<file path="config.mk">
export PLATFORM = sky130hd
export DESIGN_NAME = alarm_scheduler
export DESIGN_NICKNAME = d
export VERILOG_FILES = /design/src/rtl/alarm_pkg.sv /design/src/rtl/bcd_time_add.sv /design/src/rtl/alarm_scheduler.sv
export SDC_FILE = /design/constraint.sdc
export NUM_CORES = 1
export LEC_CHECK = 0
export ABC_CLOCK_PERIOD_IN_PS = 7700
export BUFFER_PORTS_ARGS = -buffer_cell sky130_fd_sc_hd__buf_2
export CORE_MARGIN = 5
export CORE_UTILIZATION = 45
export DETAILED_ROUTE_END_ITERATION = 7
export GPL_ROUTABILITY_DRIVEN = 0
export PLACE_DENSITY_LB_ADDON = 0.1
export SKIP_CTS_REPAIR_TIMING = 1
export SYNTH_ARGS = -nofsm -noshare
export SYNTH_HDL_FRONTEND = slang
export SYNTH_SLANG_ARGS = --single-unit
</file>
<file path="constraint.sdc">
create_clock -name clock -period 7.7 [get_ports clock]
set_input_delay 1.54 -clock clock [delete_from_list [all_inputs] [get_ports clock]]
set_output_delay 1.54 -clock clock [all_outputs]
set_load 0.05 [all_outputs]
</file>
<file path="src/rtl/alarm_pkg.sv">
// Shared types and constants for the multi-slot alarm scheduler.
// Latency: n/a (types, constants and a constant helper function only).
// Backpressure: n/a.
package alarm_pkg;

    typedef enum logic [1:0] {
        ST_IDLE,
        ST_RING,
        ST_SNOOZE
    } state_t;

    // Alarm / wake time as BCD hh:mm digits
    typedef struct packed {
        logic [1:0] h1;
        logic [3:0] h0;
        logic [3:0] m1;
        logic [3:0] m0;
    } bcd_hm_t;

    localparam logic [7:0] MAX_HOUR_BCD = 8'h23;
    localparam logic [7:0] MAX_MIN_BCD  = 8'h59;

    // Two packed BCD digits to their binary value
    function automatic int bcd_to_bin(input logic [7:0] b);
        return int'(b[7:4]) * 10 + int'(b[3:0]);
    endfunction

endpackage

</file>
<file path="src/rtl/bcd_time_add.sv">
// Adds 0..59 minutes to a BCD hh:mm, carrying minutes into hours and wrapping 23 -> 00.
// Latency: purely combinational.
// Backpressure: none.
module bcd_time_add
    import alarm_pkg::*;
(
    input  bcd_hm_t    time_in,
    input  logic [5:0] add_min,
    output bcd_hm_t    time_out
);

    localparam int MIN_LAST  = bcd_to_bin(MAX_MIN_BCD);
    localparam int HOUR_LAST = bcd_to_bin(MAX_HOUR_BCD);

    logic [6:0] min_sum;
    logic [6:0] min_res;
    logic [5:0] hour_bin;
    logic [5:0] hour_sum;
    logic [5:0] hour_res;
    logic       min_carry;

    // Go through binary so every produced digit is a legal BCD digit
    always_comb begin
        min_sum   = 7'(time_in.m1) * 7'd10 + 7'(time_in.m0) + 7'(add_min);
        hour_bin  = 6'(time_in.h1) * 6'd10 + 6'(time_in.h0);
        min_carry = (min_sum > 7'(MIN_LAST));
        min_res   = min_carry ? (min_sum - 7'(MIN_LAST + 1)) : min_sum;
        hour_sum  = hour_bin + {5'd0, min_carry};
        hour_res  = (hour_sum > 6'(HOUR_LAST)) ? (hour_sum - 6'(HOUR_LAST + 1)) : hour_sum;
        time_out.m1 = 4'(min_res / 7'd10);
        time_out.m0 = 4'(min_res % 7'd10);
        time_out.h1 = 2'(hour_res / 6'd10);
        time_out.h0 = 4'(hour_res % 6'd10);
    end

endmodule

</file>
<file path="src/rtl/alarm_scheduler.sv">
// Multi-slot alarm: per-second slot compare, ring / snooze / timeout sequencing. Macro ALARM_PENDING_EN adds a one-entry pending match.
// Latency: alarm rises one cycle after the matching tick; stop drops it on the next edge.
// Backpressure: none; matches arriving while ringing are dropped (or held once with ALARM_PENDING_EN).
module alarm_scheduler
    import alarm_pkg::*;
#(
    parameter int NUM_SLOTS      = 4,
    parameter int SNOOZE_MIN     = 5,
    parameter int RING_TIMEOUT_S = 60,
    parameter int MAX_SNOOZE     = 3,
    localparam int SW            = $clog2(NUM_SLOTS)
) (
    input  logic          clock,
    input  logic          reset,
    input  logic          tick_1s,
    input  logic [1:0]    cur_hour1,
    input  logic [3:0]    cur_hour0,
    input  logic [3:0]    cur_min1,
    input  logic [3:0]    cur_min0,
    input  logic [3:0]    cur_sec0,
    input  logic [3:0]    cur_sec1,
    input  logic          cfg_we,
    input  logic [SW-1:0] cfg_slot,
    input  logic [1:0]    cfg_hour1,
    input  logic [3:0]    cfg_hour0,
    input  logic [3:0]    cfg_min1,
    input  logic [3:0]    cfg_min0,
    input  logic          cfg_enable,
    input  logic          stop,
    input  logic          snooze,
    output logic          alarm,
    output logic [SW-1:0] ring_slot,
    output logic [2:0]    snooze_cnt,
    output logic          busy
);

    state_t          state;
    bcd_hm_t         slot_time [NUM_SLOTS];
    logic [NUM_SLOTS-1:0] slot_en;
    bcd_hm_t         cur_hm;
    bcd_hm_t         wake;
    bcd_hm_t         wake_nxt;
    logic [7:0]      ring_cnt;
    logic            minute_tick;
    logic            match_any;
    logic [SW-1:0]   match_idx;
    logic            wake_match;
    logic            start_vld;
    logic [SW-1:0]   start_slot;

    assign cur_hm      = {cur_hour1, cur_hour0, cur_min1, cur_min0};
    assign minute_tick = tick_1s && (cur_sec1 == 4'd0) && (cur_sec0 == 4'd0);
    assign wake_match  = minute_tick && (cur_hm == wake);

    bcd_time_add u_wake_add (
        .time_in  (cur_hm),
        .add_min  (6'(SNOOZE_MIN)),
        .time_out (wake_nxt)
    );

    // Slot configuration storage; a write only changes future matches
    always_ff @(posedge clock) begin
        if (!reset) begin
            for (int i = 0; i < NUM_SLOTS; i++) begin
                slot_time[i] <= '0;
            end
            slot_en <= '0;
        end else begin
            for (int i = 0; i < NUM_SLOTS; i++) begin
                if (cfg_we && (cfg_slot == SW'(i))) begin
                    slot_time[i] <= {cfg_hour1, cfg_hour0, cfg_min1, cfg_min0};
                    slot_en[i]   <= cfg_enable;
                end
            end
        end
    end

    // Lowest-index enabled slot whose hh:mm equals the time at second 00
    always_comb begin
        match_any = 1'b0;
        match_idx = '0;
        for (int i = NUM_SLOTS - 1; i >= 0; i--) begin
            if (minute_tick && slot_en[i] && (slot_time[i] == cur_hm)) begin
                match_any = 1'b1;
                match_idx = SW'(i);
            end
        end
    end

`ifdef ALARM_PENDING_EN
    logic          pend_vld;
    logic [SW-1:0] pend_slot;

    assign start_vld  = pend_vld || match_any;
    assign start_slot = pend_vld ? pend_slot : match_idx;

    // Hold the first match seen while ringing; IDLE consumes it (and keeps a coincident new match)
    always_ff @(posedge clock) begin
        if (!reset) begin
            pend_vld  <= 1'b0;
            pend_slot <= '0;
        end else if (state == ST_IDLE) begin
            pend_vld  <= pend_vld && match_any;
            pend_slot <= match_idx;
        end else if ((state == ST_RING) && match_any && !pend_vld) begin
            pend_vld  <= 1'b1;
            pend_slot <= match_idx;
        end
    end
`else
    assign start_vld  = match_any;
    assign start_slot = match_idx;
`endif

    // Ring / snooze / timeout sequencer with registered outputs
    always_ff @(posedge clock) begin
        if (!reset) begin
            state      <= ST_IDLE;
            alarm      <= 1'b0;
            busy       <= 1'b0;
            ring_slot  <= '0;
            snooze_cnt <= '0;
            ring_cnt   <= '0;
            wake       <= '0;
        end else begin
            case (state)
                ST_IDLE: begin
                    if (start_vld) begin
                        state      <= ST_RING;
                        alarm      <= 1'b1;
                        busy       <= 1'b1;
                        ring_slot  <= start_slot;
                        snooze_cnt <= '0;
                        ring_cnt   <= '0;
                    end
                end
                ST_RING: begin
                    if (stop) begin
                        state <= ST_IDLE;
                        alarm <= 1'b0;
                        busy  <= 1'b0;
                    end else if (snooze && (snooze_cnt < 3'(MAX_SNOOZE))) begin
                        state      <= ST_SNOOZE;
                        alarm      <= 1'b0;
                        wake       <= wake_nxt;
                        snooze_cnt <= snooze_cnt + 3'd1;
                    end else if (tick_1s) begin
                        if (ring_cnt == 8'(RING_TIMEOUT_S - 1)) begin
                            state <= ST_IDLE;
                            alarm <= 1'b0;
                            busy  <= 1'b0;
                        end else begin
                            ring_cnt <= ring_cnt + 8'd1;
                        end
                    end
                end
                ST_SNOOZE: begin
                    if (stop) begin
                        state <= ST_IDLE;
                        busy  <= 1'b0;
                    end else if (match_any) begin
                        // a fresh slot match starts a new event
                        state      <= ST_RING;
                        alarm      <= 1'b1;
                        ring_slot  <= match_idx;
                        snooze_cnt <= '0;
                        ring_cnt   <= '0;
                    end else if (wake_match) begin
                        state    <= ST_RING;
                        alarm    <= 1'b1;
                        ring_cnt <= '0;
                    end
                end
                default: begin
                    state <= ST_IDLE;
                    alarm <= 1'b0;
                    busy  <= 1'b0;
                end
            endcase
        end
    end

endmodule

</file>
==> results.md <==
* Detailed Route Iter0 Violations at 296
* Critical Path Max Stage Delay at 0.42 ns
* Mapped Avg Cell Area at 9.83 µm²
* Seq/Total Area, Yosys at 41.4%
* Worst-case vdd ir drop at 0.000140 V
* Result of the run: finished clean
* Top Ports at 52
* Initial Util at 45.8%
* Wire per inst at 17.9 µm
* Synthesized netlist net count at 656
* Number of clock sinks seen by CTS at 91
* Commonest cells after routing, fill and taps aside: xnor2_1, and2_1, edfxtp_1
* Worst slack, placed at 0.143 ns
* Slew at the pin closest to its max-slew limit at 1.03 ns
* TritonCTS clock tree: yes
* DP HPWL at 10700 µm
* Net switching share of the total power at 31.2%
* Maximum fanout along the worst path at 7
* Area Growth Syn to Fin at 12.3%
* Total routing usage reported by global routing at 19.5%
* Initial antenna violation count at 0
* Slew headroom at 31.0%
* Number of flip-flops and latches in the synthesized netlist at 91
* Die span in x at 123 µm
* Final worst slack at 0.592 ns
* Reg2reg end: ring_cnt[5]
* Final worst path period need at 7.11 ns
* Destination of the worst hold path: wake[8]
* Clock root buffer: clkbuf_16
* RSZ-0062 raised after global routing: false
* Pint at 1000 µW
* Worst Reg2Reg Path Length in Cells at 10
* Max Clock Skew at 0.00705 ns
* Critical Path Start Type: input pin
* Clock Pin Slew Worst Setup and Hold Paths at 0.07 ns
* Comb power frac at 30.6%
* Hold Violations, Final at 0
* Fraction of registers with async set/reset at 0%
* Average vias per placed instance at 5.49
* Number of remaining DRC errors at 0
* Post-synth top flop: edfxtp_1
* # rows at 41
* Hold-critical path depth at 2
* Timing-limited maximum frequency at 141 MHz
* Slack of the worst reg-to-reg path at 4.83 ns
* Detailed Routing Iterations Pass 1 at 5
* Register share of total power at 37.9%
* TritonCTS Buffers at 9
* Pin count of the biggest net entering global routing at 28
* Wire length of the first global-routing pass at 22500 µm
* Crit. End Element: register
* Vias after detailed routing at 4376
* Worst-path cell with the longest stage delay: fa_1
* Fraction of power consumed by the clock network at 31.5%
* Data required time of the worst path at 7.96 ns
* Number of global-route vias before repair at 4252
* Source of the worst register-to-register timing path: slot_time[3][12]
* Portion of the clock cycle consumed by the worst path in the final layout at 92.3%
* Number of routed nets with antenna violations at 0
* Leading cell type in the layout, fill and taps excluded: xnor2_1
* EDFF count, synth at 56
* Switch Pwr at 454 µW
* Total power density per cell area at 225 nW/µm²
* Accumulated negative setup slack at 0 ns
* Number of port buffers at 51
* Final setup viols at 0
* Total detailed-routing wirelength at 14300 µm
* Cell leakage power at 0.00242 µW
* Count of H-tree levels built during CTS at 3
* Clock latency on the worst-skew pair at 0.34 ns
* Warnings, synthesis at 0
* Top cell by count, worst path: ha_1
* Share of final-layout standard cells stronger than drive strength 1 at 15.7%
* Number of library cell types mapped by synthesis at 70
* Arrival @ worst endpoint at 7.37 ns
* Cells after Synth at 585
* Ant diodes at 0
* Worst min-delay path startpoint: wake[8]
* Maximum buffer depth of the clock tree at 2
* Classification of the worst setup path: in2reg
* Height of the die at 123 µm
* Max_cap viols at 0
* Core Box Area at 12600 µm²
* Number of max-slew violations in the final report at 0
* Die ar. at 15100 µm²
* Min-delay worst type: reg2reg
* Aggregate global routing overflow at 0
* Post-layout nets at 691
* Mapped Area at 5750 µm²
## final cells by class
cell class | instances | area [µm²]
well taps | 172 | 215
clock buffers | 10 | 229
multi-input cells | 442 | 3200
fillers | 1160 | 6110
clock inverters | 6 | 80.1
flip-flops and latches | 91 | 2380
repair buffers | 52 | 263
inverters | 24 | 90.1
## per-stage QoR
step,instances,hold WS [ns],cell area [µm²],total power (µW),util (%)
5_1_grt,797,0.502,6460,1530,51.4
4_1_cts,797,0.475,6450,1460,51.3
3_3_place_gp,781,0.457,6140,989,48.9
3_5_place_dp,781,0.466,6140,1000,48.9
2_1_floorplan,585,0.444,5750,901,-
6_report,797,0.478,6460,1460,51.4
## layer usage
layer,global-route usage [%],vias up,routed length [µm]
li1,-,2150,-
met1,24.9,2087,6180
met2,32.8,111,7030
met3,3.66,28,675
met4,7.54,0,386
met5,0,-,0
## flip-flops by register name (all words and copies together), names as in the netlist
register    cells
wake           14
alarm           1
snooze_cnt      3
ring_cnt        8
state           2
busy            1
ring_slot       2
slot_en         4
slot_time      56
## power groups by stage
stage | combinational [µW] | sequential [µW] | clock (µW)
after global routing | 490 | 554 | 488
after floorplan | 342 | 560 | 0
after detailed placement | 438 | 562 | 0
final | 446 | 552 | 459
after global placement | 427 | 562 | 0
after CTS | 441 | 552 | 469
## logic make-up after synthesis
| family | share of synthesized area (%) |
|---|---|
| adders and majority gates | 6.05 |
| AOI/OAI and AO/OA | 12.6 |
| DFF | 41.4 |
| buffers and inverters | 3.50 |
| and+or+nand+nor | 21.5 |
| muxes | 0.979 |
| xor gates and xnor gates | 14.0 |
## critical path: cells and delay by family
| kind | cells | cell delay [ns] |
|---|---|---|
| fa+ha+maj | 8 | 2.30 |
| compound gates | 4 | 0.70 |
| buf+inv | 5 | 0.54 |
| xor+xnor | 3 | 0.56 |
| mux | 2 | 0.64 |
| simple gates | 7 | 1.09 |
## Yosys cell counts, drive strengths merged, types with 2 or more instances
cell / count / area share [%]
o211a: 3 / 0.52
nand3: 19 / 1.9
a211oi: 7 / 1.2
xnor2: 70 / 11
nand2: 30 / 2.0
or4: 3 / 0.46
o221a: 2 / 0.39
and2: 59 / 6.5
a21o: 5 / 0.70
mux2: 2 / 0.39
inv: 24 / 1.6
xor2: 21 / 3.2
nand2b: 9 / 0.98
nor3b: 3 / 0.39
a32o: 3 / 0.52
clkbuf: 25 / 1.6
nor2b: 2 / 0.22
a211o: 2 / 0.30
o21ba: 2 / 0.35
nor4: 10 / 1.1
a31oi: 5 / 0.54
nand4: 18 / 2.0
nand4b: 3 / 0.46
or3: 5 / 0.54
o21bai: 2 / 0.26
nand3b: 4 / 0.52
nor3: 12 / 1.1
o2111ai: 2 / 0.30
a311oi: 2 / 0.41
o21ai: 19 / 1.7
a2111oi: 2 / 0.41
buf: 3 / 0.30
fa: 3 / 1.0
nor2: 41 / 2.7
edfxtp: 56 / 29
ha: 23 / 5.0
a21oi: 21 / 2.1
dfxtp: 35 / 12
mux2i: 3 / 0.59
o211ai: 8 / 1.0
and3: 3 / 0.33
## worst max path at each step
stage	start	endpoint	slack, ns
after floorplan	cur_min1[1]	wake[10]	0.72
after global placement	cur_min1[0]	wake[10]	0.37
after detailed placement	cur_min1[0]	wake[10]	0.14
after CTS	cur_min1[0]	wake[10]	0.52
after global routing	cur_min1[0]	wake[10]	0.07
final	cur_min1[0]	wake[10]	0.59
Power figures use the tool's default switching activity.
